[src/rtl/spi_burst_pkg.sv]
// Opcode constants and FSM state encoding shared by the burst SPI RAM slave.
package spi_burst_pkg;

    localparam logic [1:0] OP_WR_ADDR = 2'b00;
    localparam logic [1:0] OP_WR_DATA = 2'b01;
    localparam logic [1:0] OP_RD_ADDR = 2'b10;
    localparam logic [1:0] OP_RD_DATA = 2'b11;

    typedef enum logic [2:0] {
        ST_IDLE    = 3'd0,
        ST_CHK_CMD = 3'd1,
        ST_OP      = 3'd2,
        ST_WR_ADDR = 3'd3,
        ST_WR_DATA = 3'd4,
        ST_RD_ADDR = 3'd5,
        ST_RD_DATA = 3'd6
    } state_t;

endpackage

[src/rtl/spi_burst_ram.sv]
// Private word RAM: one synchronous write port and one registered read port.
module spi_burst_ram #(
    parameter int MEM_DEPTH  = 256,
    parameter int ADDR_SIZE  = 8,
    parameter int DATA_WIDTH = 8
) (
    input  logic                  clk,
    input  logic                  we,
    input  logic [ADDR_SIZE-1:0]  waddr,
    input  logic [DATA_WIDTH-1:0] wdata,
    input  logic [ADDR_SIZE-1:0]  raddr,
    output logic [DATA_WIDTH-1:0] rdata
);

    logic [DATA_WIDTH-1:0] mem_r [MEM_DEPTH];
    logic [DATA_WIDTH-1:0] rdata_r;

    // Write port; the array is deliberately not reset so contents survive rst_n.
    always_ff @(posedge clk) begin
        if (we) begin
            mem_r[waddr] <= wdata;
        end
    end

    // Registered read port, sampled every cycle.
    always_ff @(posedge clk) begin
        rdata_r <= mem_r[raddr];
    end

    assign rdata = rdata_r;

endmodule

[src/rtl/spi_burst_ram_slave.sv]
// SPI slave with private RAM: opcode decode, address load, auto-increment
// burst write and gap-free burst read, plus a pulse when a frame is cut short.
module spi_burst_ram_slave #(
    parameter int MEM_DEPTH  = 256,
    parameter int ADDR_SIZE  = 8,
    parameter int DATA_WIDTH = 8
) (
    input  logic clk,
    input  logic rst_n,
    input  logic SS_n,
    input  logic MOSI,
    output logic MISO,
    output logic frame_abort
);
    import spi_burst_pkg::*;

    localparam int SW = (ADDR_SIZE > DATA_WIDTH) ? ADDR_SIZE : DATA_WIDTH;
    localparam int CW = $clog2(SW);
    localparam logic [CW-1:0]        ADDR_LAST = CW'(ADDR_SIZE - 1);
    localparam logic [CW-1:0]        DATA_LAST = CW'(DATA_WIDTH - 1);
    localparam logic [CW-1:0]        CNT_ONE   = CW'(1);
    localparam logic [ADDR_SIZE-1:0] ADDR_ONE  = ADDR_SIZE'(1);

    state_t                state_r, state_s;
    logic                  op_hi_r, addr_done_r, primed_r, miso_r, abort_r;
    logic [SW-2:0]         rx_shift_r;
    logic [SW-1:0]         rx_word_s;
    logic [CW-1:0]         bit_cnt_r;
    logic [DATA_WIDTH-1:0] tx_shift_r, ram_q_s;
    logic [ADDR_SIZE-1:0]  wr_addr_r, rd_addr_r, ram_raddr_s;
    logic                  data_state_s, last_bit_s, ram_we_s, abort_s;

    assign rx_word_s   = {rx_shift_r, MOSI};
    assign MISO        = miso_r;
    assign frame_abort = abort_r;

    spi_burst_ram #(
        .MEM_DEPTH (MEM_DEPTH),
        .ADDR_SIZE (ADDR_SIZE),
        .DATA_WIDTH(DATA_WIDTH)
    ) u_ram (
        .clk  (clk),
        .we   (ram_we_s),
        .waddr(wr_addr_r),
        .wdata(rx_word_s[DATA_WIDTH-1:0]),
        .raddr(ram_raddr_s),
        .rdata(ram_q_s)
    );

    // Word-boundary detection, RAM strobes and truncated-frame detection.
    always_comb begin
        data_state_s = (state_r == ST_WR_DATA) || (state_r == ST_RD_DATA);
        last_bit_s   = (bit_cnt_r == (data_state_s ? DATA_LAST : ADDR_LAST));
        ram_we_s     = (state_r == ST_WR_DATA) && !SS_n && last_bit_s;
        // On the last bit of a read word, prefetch the following word so MISO has no gap.
        if ((state_r == ST_RD_DATA) && primed_r && last_bit_s) begin
            ram_raddr_s = rd_addr_r + ADDR_ONE;
        end else begin
            ram_raddr_s = rd_addr_r;
        end
        if ((state_r == ST_IDLE) || !SS_n) begin
            abort_s = 1'b0;
        end else if ((state_r == ST_CHK_CMD) || (state_r == ST_OP)) begin
            abort_s = 1'b1;
        end else begin
            abort_s = (bit_cnt_r != {CW{1'b0}});
        end
    end

    // Next-state logic; SS_n high returns any active state to IDLE.
    always_comb begin
        state_s = state_r;
        if (state_r == ST_IDLE) begin
            state_s = SS_n ? ST_IDLE : ST_CHK_CMD;
        end else if (SS_n) begin
            state_s = ST_IDLE;
        end else begin
            case (state_r)
                ST_CHK_CMD: state_s = ST_OP;
                ST_OP: begin
                    case ({op_hi_r, MOSI})
                        OP_WR_ADDR: state_s = ST_WR_ADDR;
                        OP_WR_DATA: state_s = ST_WR_DATA;
                        OP_RD_ADDR: state_s = ST_RD_ADDR;
                        OP_RD_DATA: state_s = ST_RD_DATA;
                        default:    state_s = ST_IDLE;
                    endcase
                end
                default: state_s = state_r;
            endcase
        end
    end

    // State register.
    always_ff @(posedge clk) begin
        if (!rst_n) begin
            state_r <= ST_IDLE;
        end else begin
            state_r <= state_s;
        end
    end

    // Shift/bit counters, address registers and MISO serialiser.
    always_ff @(posedge clk) begin
        if (!rst_n) begin
            op_hi_r     <= 1'b0;
            addr_done_r <= 1'b0;
            primed_r    <= 1'b0;
            miso_r      <= 1'b0;
            abort_r     <= 1'b0;
            rx_shift_r  <= {(SW-1){1'b0}};
            tx_shift_r  <= {DATA_WIDTH{1'b0}};
            bit_cnt_r   <= {CW{1'b0}};
            wr_addr_r   <= {ADDR_SIZE{1'b0}};
            rd_addr_r   <= {ADDR_SIZE{1'b0}};
        end else begin
            abort_r <= abort_s;
            if ((state_r == ST_IDLE) || SS_n) begin
                miso_r      <= 1'b0;
                bit_cnt_r   <= {CW{1'b0}};
                addr_done_r <= 1'b0;
                primed_r    <= 1'b0;
            end else begin
                case (state_r)
                    ST_CHK_CMD: op_hi_r <= MOSI;
                    ST_WR_ADDR, ST_RD_ADDR: begin
                        if (!addr_done_r) begin
                            rx_shift_r <= rx_word_s[SW-2:0];
                            if (last_bit_s) begin
                                bit_cnt_r   <= {CW{1'b0}};
                                addr_done_r <= 1'b1;
                                if (state_r == ST_WR_ADDR) begin
                                    wr_addr_r <= rx_word_s[ADDR_SIZE-1:0];
                                end else begin
                                    rd_addr_r <= rx_word_s[ADDR_SIZE-1:0];
                                end
                            end else begin
                                bit_cnt_r <= bit_cnt_r + CNT_ONE;
                            end
                        end
                    end
                    ST_WR_DATA: begin
                        rx_shift_r <= rx_word_s[SW-2:0];
                        if (last_bit_s) begin
                            bit_cnt_r <= {CW{1'b0}};
                            wr_addr_r <= wr_addr_r + ADDR_ONE;
                        end else begin
                            bit_cnt_r <= bit_cnt_r + CNT_ONE;
                        end
                    end
                    ST_RD_DATA: begin
                        // First cycle is the RAM turnaround; serialisation starts after it.
                        if (!primed_r) begin
                            primed_r <= 1'b1;
                        end else begin
                            if (bit_cnt_r == {CW{1'b0}}) begin
                                miso_r     <= ram_q_s[DATA_WIDTH-1];
                                tx_shift_r <= {ram_q_s[DATA_WIDTH-2:0], 1'b0};
                            end else begin
                                miso_r     <= tx_shift_r[DATA_WIDTH-1];
                                tx_shift_r <= {tx_shift_r[DATA_WIDTH-2:0], 1'b0};
                            end
                            if (last_bit_s) begin
                                bit_cnt_r <= {CW{1'b0}};
                                rd_addr_r <= rd_addr_r + ADDR_ONE;
                            end else begin
                                bit_cnt_r <= bit_cnt_r + CNT_ONE;
                            end
                        end
                    end
                    default: miso_r <= 1'b0;
                endcase
            end
        end
    end

endmodule
[config.mk]
export PLATFORM = sky130hd
export DESIGN_NAME = spi_burst_ram_slave
export DESIGN_NICKNAME = d
export VERILOG_FILES = /design/src/rtl/spi_burst_pkg.sv /design/src/rtl/spi_burst_ram.sv /design/src/rtl/spi_burst_ram_slave.sv
export SDC_FILE = /design/constraint.sdc
export NUM_CORES = 2
export LEC_CHECK = 0
export BUFFER_PORTS_ARGS = -buffer_cell sky130_fd_sc_hd__buf_4
export CAP_MARGIN = 5
export CORE_ASPECT_RATIO = 1.2
export CORE_MARGIN = 4
export CORE_UTILIZATION = 50
export DETAILED_ROUTE_END_ITERATION = 12
export MAX_ROUTING_LAYER = met4
export PLACE_DENSITY = 0.65
export SLEW_MARGIN = 20
export SYNTH_ARGS = -nofsm -noshare
export SYNTH_HDL_FRONTEND = slang
export SYNTH_SLANG_ARGS = --single-unit
[constraint.sdc]
create_clock -name clk -period 5.85 [get_ports clk]
set_clock_uncertainty 0.05 [all_clocks]
set_input_delay 1.17 -clock clk [delete_from_list [all_inputs] [get_ports clk]]
set_output_delay 1.17 -clock clk [all_outputs]
set_load 0.03 [all_outputs]
======== Word level (Yosys, flattened, before mapping) ========
Memory sizes are Yosys's and may differ from the RTL's. A register that Yosys moved wholly into a read port is not among the register bits.
Index checks and enable logic that the tools add are counted.
storage, ports and cells
  output and inout port bits .............. 2
  input port bits ......................... 4
  RAM bits ................................ 2048
  bits in registers ....................... 42
  word-level logic and storage cells ...... 94
  memories kept ........................... 1
memory list
  name         depth  width  read ports  clocked after Yosys merged registers in  write ports  RTL line             source
  u_ram.mem_r  256    8      1           1                                        1            spi_burst_ram.sv:15  logic [DATA_WIDTH-1:0] mem_r [MEM_DEPTH];
cells by class
  bitwise gates (word level) .............. 3
  multiplexer cells ....................... 32
  reductions and logical operators ........ 27
  add/subtract/negate cells ............... 3
  equal/unequal tests ..................... 17
operators with widths
  operator                                                               count
  8-bit 2-to-1 mux                                                       11
  8-bit case mux with 2 select lines                                     2
  8-bit by 1-bit adder with 8-bit output, second input constant          2
  3-bit 2-to-1 mux                                                       5
  2-bit inequality test, second input constant                           7
  7-bit case mux with 2 select lines                                     1
  3-bit equality test, second input constant                             4
  3-bit case mux with 4 select lines                                     1
  3-bit case mux with 3 select lines                                     1
  3-bit AND reduction                                                    3
  1-bit 2-to-1 mux                                                       8
  7-bit 2-to-1 mux                                                       1
  7-bit AND reduction                                                    1
  3-bit by 2-bit equality test with 1-bit output, second input constant  2
  3-bit logical NOT                                                      2
  3-bit case mux with 2 select lines                                     1
  6-bit AND reduction                                                    1
  3-bit nonzero test                                                     2
  2-bit OR reduction                                                     3
  2-bit equality test, second input constant                             2
  1-bit logical AND                                                      4
  2-bit AND reduction                                                    2
  2-bit nonzero test                                                     2
  4-bit nonzero test                                                     1
  other kinds (9)                                                        13

======== Longest topological paths before layout ========
  depth in word-level cells ............... 5
  depth in mapped cells ................... 17

======== Cells and area by module ========
Synthesis repeated with hierarchy kept, for this count alone.
second synthesis, totals
  cell total of the unflattened synthesis .. 4021
  area, all modules ....................... 81853.5 sq um
by module, submodules not included
  module               times used  cells an instance  area each (sq um)
  spi_burst_ram        1           3733               79556.3
  spi_burst_ram_slave  1           288                2297.2

======== Worst setup path after synthesis ========
No wires, ideal clock.
  path type ............................... register to register
  start ................................... register rx_shift_r[2]
  end ..................................... memory u_ram.mem_r[0][3] (data pin)
  arrival ................................. 3444 ps
  buffers on the path ..................... 0
  library setup time ...................... 865 ps
  slack ................................... 1491 ps
  cell stages (with the launch flop) ...... 1
  clock period less this slack ............ 4359 ps
  required time ........................... 4935 ps
  path through ............................ dfxtp_1
RTL lines
  item                      RTL line                    source
  start: declaration        spi_burst_ram_slave.sv:26   logic [SW-2:0] rx_shift_r;
  start signal: assignment  spi_burst_ram_slave.sv:111  rx_shift_r <= {(SW-1){1'b0}};
  start signal: assignment  spi_burst_ram_slave.sv:128  rx_shift_r <= rx_word_s[SW-2:0];
  start signal: assignment  spi_burst_ram_slave.sv:143  rx_shift_r <= rx_word_s[SW-2:0];
  end: declaration          spi_burst_ram.sv:15
Straight into the memory's write port.

======== Worst setup path after layout ========
  start ................................... register state_r[2]
  end ..................................... register u_ram.rdata_r[2] (netlist: u_ram.rdata[2]), read port of u_ram.mem_r
on the way
  word-level cells in the longest chain between the ends .. 4
RTL lines
  item                             RTL line                   source
  start: declaration               spi_burst_ram_slave.sv:24  state_t state_r, state_s;
  start signal: assignment         spi_burst_ram_slave.sv:99  state_r <= state_s;
  3-bit equality test              spi_burst_ram_slave.sv:56  if ((state_r == ST_RD_DATA) && primed_r && last_bit_s) begin
  1-bit logical AND (2 in series)  spi_burst_ram_slave.sv:56
  8-bit 2-to-1 mux                 spi_burst_ram_slave.sv:56
  end: declaration                 spi_burst_ram.sv:16        logic [DATA_WIDTH-1:0] rdata_r;
Every way passes these cells.
A chain may end at the register's enable or synchronous reset.

==> metrics.log <==
INFO  metric final_cell_count_no_fill = approximately 9,600
INFO  metric async_reset_ff_share = 0%
INFO  metric drive_gt1_share = 9.51%
INFO  metric hold_viol_final = 0
INFO  metric slew-limit-headroom = 8.02%
INFO  metric core = 184,000 µm²
INFO  metric report.final.slew_viol_count = 0
INFO  metric die_area = 192,000 µm²
INFO  metric totalNegativeSetupSlack = 0 ps
INFO  metric path_cells = and4b_1, nand3_1, xnor2_2, nor2_1, nand2_1, nor4bb_1, a31oi_1, o2111ai_1, nor4_1
INFO  metric post-synth-top-area-cell = edfxtp_1
INFO  metric post-place-cells = around 9,200
INFO  metric grt_pass1_wl = around 450,000 µm
INFO  metric result_of_the_run = finished, final reports clean
INFO  metric cts_setup_buffers = 0
INFO  metric cts-root-buf = clkbuf_16
INFO  metric global_route_met3_utilization = 7.31%
INFO  metric detail_route.iter0.violations = between 10,000 and 15,000
INFO  metric yosysTopAreaCellShare = 66.3%
INFO  metric first_global_vias = 65,760
INFO  metric timing.max_cap.violations = 0
INFO  metric largest_net_degree_at_the_start_of_global_routing = just over 200
INFO  metric synth_top_cells_by_area = edfxtp_1 66%, o22ai_1 11%, nor3_1 3.5%, mux2i_1 2.2%, nor2_1 2.0%
INFO  metric vias = roughly 70,000
INFO  metric avgViaCountPerCell = 7.32
INFO  metric synthMuxAreaShare = 3.49%
INFO  metric post_cts_resize_count = 0
INFO  metric worstPathArrival = 6400 ps
INFO  metric most_utilized_layer_in_the_global_route_result = met2
INFO  metric rows = 172
INFO  metric syn-num-nets = 7,163
INFO  metric fp.dieW = 401 µm
INFO  metric worst_setup_hold_path_clk_slew = 70 ps
INFO  metric cts_tree = yes
INFO  metric globalRouteTotalUtil = about a third
INFO  metric post_synth_fa_ha_maj_area_fraction = 0.135%
INFO  metric worst_setup_path_end_kind = flip-flop
INFO  metric final_core_util = 55.6%
INFO  metric worstSkewPairLatency = 870 ps
INFO  metric finalCritPeriodShare = a little over nine tenths
INFO  metric crit_start_category = flip-flop
INFO  metric floorplan.die.height = 480 µm
INFO  metric grt_util_met1 = 40.0%
INFO  metric clock.fmax = 175 MHz
INFO  metric final_antenna_net_count = 0
INFO  metric power_density = 286 nW/µm²
INFO  metric path_type_of_the_worst_setup_path = flip-flop to flip-flop
INFO  metric design.portCount = 6
INFO  metric drt_wl_total = 315,000 µm
INFO  metric worst_ir_drop_vdd = 0.256 mV
INFO  metric detailed_routing_iterations_pass_1 = 7
INFO  metric floorplan.initialDensity = 50.5%
INFO  metric worst_slew_pin_tran = about 1400 ps
INFO  metric yosys.cell_types.count = between 80 and 90
INFO  metric synth_simple_gate_area_share = 8.12%
INFO  metric route.detailed.drc = 0
INFO  metric grt_overflow = 0
INFO  metric timing.critical_path.required = 6530 ps
INFO  metric synthesis.yosys.warnings = 0
INFO  metric met2_routing_resource_usage_after_global_routing = roughly half
INFO  metric cts_buffers = 201
INFO  metric cts_max_level = 4
INFO  metric xor_xnor_cell_area_share_of_the_yosys_netlist = less than 1%
INFO  metric place.gp.congestion = 0.988
INFO  metric path_buf_inv = 0
INFO  metric postSynthAreaPerCell = 13.0 µm²
INFO  metric cp_max_fo = 16
INFO  metric synth-compound-area-share = 17.5%
INFO  metric number_of_buffers_on_the_longest_clock_path = 3
INFO  metric cp_slowest_stage_delay = approximately 1000 ps
INFO  metric synth_edf_count = about 2,000
INFO  metric area_delta_synth_final = 10.2%
INFO  metric grt_antenna_before_repair = 16
INFO  metric clock_sink_count = between 2,000 and 2,500
INFO  metric power.static_leakage = between 0.03 and 0.04 µW
INFO  metric synth_seq_area_share = 67.4%
INFO  metric design_power_total = 29,200 µW
INFO  metric final_routed_wire_length_divided_by_cell_count = 32.9 µm
INFO  metric dp_hpwl = 191,000 µm
INFO  metric io_buffers = 5
INFO  metric synth_top_family_by_area = compound AO/OA/AOI/OAI gates
INFO  metric synth_area = 92,800 µm²
INFO  metric setup_viol = 0
INFO  metric worst_path_max_delay_cell = nor2_1
INFO  metric rsz0062_at_grt = no
INFO  metric cp_top_delay_family = simple AND/OR/NAND/NOR gates
INFO  metric nets = 6,970
INFO  metric min-delay-path-class = flip-flop to flip-flop
INFO  metric post-route-min-period = around 5700 ps
INFO  metric synth.ff_latch_count = 2,097
INFO  metric number_of_buffers_inserted_by_hold_repair_at_cts = 0
INFO  metric synth-main-ff-cell = edfxtp_1
INFO  metric post_synth_inst_count = 7,149
## where the power goes
group | internal, µW | switching (µW) | leakage [µW] | total [µW]
Clock | 7040 | 5850 | 0.00312 | 12900
Combinational | 8.46 | 49.0 | 0.00818 | 57.5
Sequential | 16300 | 3.96 | 0.0196 | 16300
Total | 23300 | 5900 | 0.0309 | 29200
## sequential cells by signal, summed over array words and instances, names as in the netlist
signal       count
MISO             1
addr_done_r      1
bit_cnt_r        3
frame_abort      1
op_hi_r          1
primed_r         1
rd_addr_r        8
rx_shift_r       7
state_r          3
tx_shift_r       7
u_ram.mem_r   2048
u_ram.rdata      8
wr_addr_r        8
## path summary, 6_finish.rpt
check                                             start                         end  slack [ps]  cells past startpoint
worst max-delay path            state_r[2]$_SDFFE_PN0P_      u_ram.rdata[2]$_DFF_P_         120                      9
worst min register to register   u_ram.rdata[0]$_DFF_P_  tx_shift_r[1]$_SDFFE_PN0P_         440                      2
worst min-delay path             u_ram.rdata[0]$_DFF_P_  tx_shift_r[1]$_SDFFE_PN0P_         440                      2
worst max register to register  state_r[2]$_SDFFE_PN0P_      u_ram.rdata[2]$_DFF_P_         120                      9
## metal layers
| metal | vias to the layer above | routed length, µm |
|---|---|---|
| met3 | 1016 | 36800 |
| met1 | 35001 | 113000 |
| met5 | - | 0 |
| li1 | 29157 | - |
| met2 | 4978 | 144000 |
| met4 | 0 | 21600 |
## cell type report
cell class | instances | area, µm²
Tap cell | 2436 | 3050
Timing Repair Buffer | 258 | 2700
Sequential cell | 2097 | 62500
Inverter | 18 | 75.1
Clock buffer | 245 | 5200
Fill cell | 14640 | 81500
Antenna cell | 15 | 37.5
Multi-Input combinational cell | 4380 | 27400
Clock inverter | 132 | 1230
## per-stage QoR
step                instance area [µm²]  setup WS [ps]  hold slack, ps
detailed placement                95700            474             422
CTS                              102000            431             429
global placement                  95600            382             419
global route                     102000           81.3             465
finish                           102000            124             445
floorplan                         92800           1490             390
## logic make-up after synthesis
group / count (synthesis)
buffers and inverters: 672
AO/OA/AOI/OAI: 2533
flip-flops: 2097
multiplexers: 269
XOR/XNOR: 6
adder cells (fa/ha/maj): 10
AND/OR/NAND/NOR: 1562
## cells in the mapped netlist, drive strengths merged (49+ instances only)
library cell,instances
edfxtp,2048
o22ai,1632
nor3,641
nor2,485
buf,471
o21ai,353
mux2i,204
clkbuf,183
o221ai,168
nand2,148
a21oi,124
a211oi,60
or3,56
dfxtp,49
## worst min-delay path: cells and delay by family (launching register included)
kind | cells | cell delay [ps]
DFF | 1 | 310
AOI/OAI and AO/OA | 1 | 70
and+or+nand+nor | 1 | 60
## placed cells by master, fill, tap and decap left out, drive strengths merged, types with 37 or more instances in the layout
cell type  netlist  layout
edfxtp        2048    2048
o22ai         1632    1632
nor3           641     641
nor2           485     485
o21ai          353     353
buf            471     258
clkbuf         183     245
mux2i          204     204
o221ai         168     168
nand2          148     148
a21oi          124     124
clkinv           2     104
a211oi          60      60
or3             56      56
dfxtp           49      49
mux4            41      41
nand4           41      41
nor2b           37      37
No activity file was read; power rests on OpenSTA's default activity.
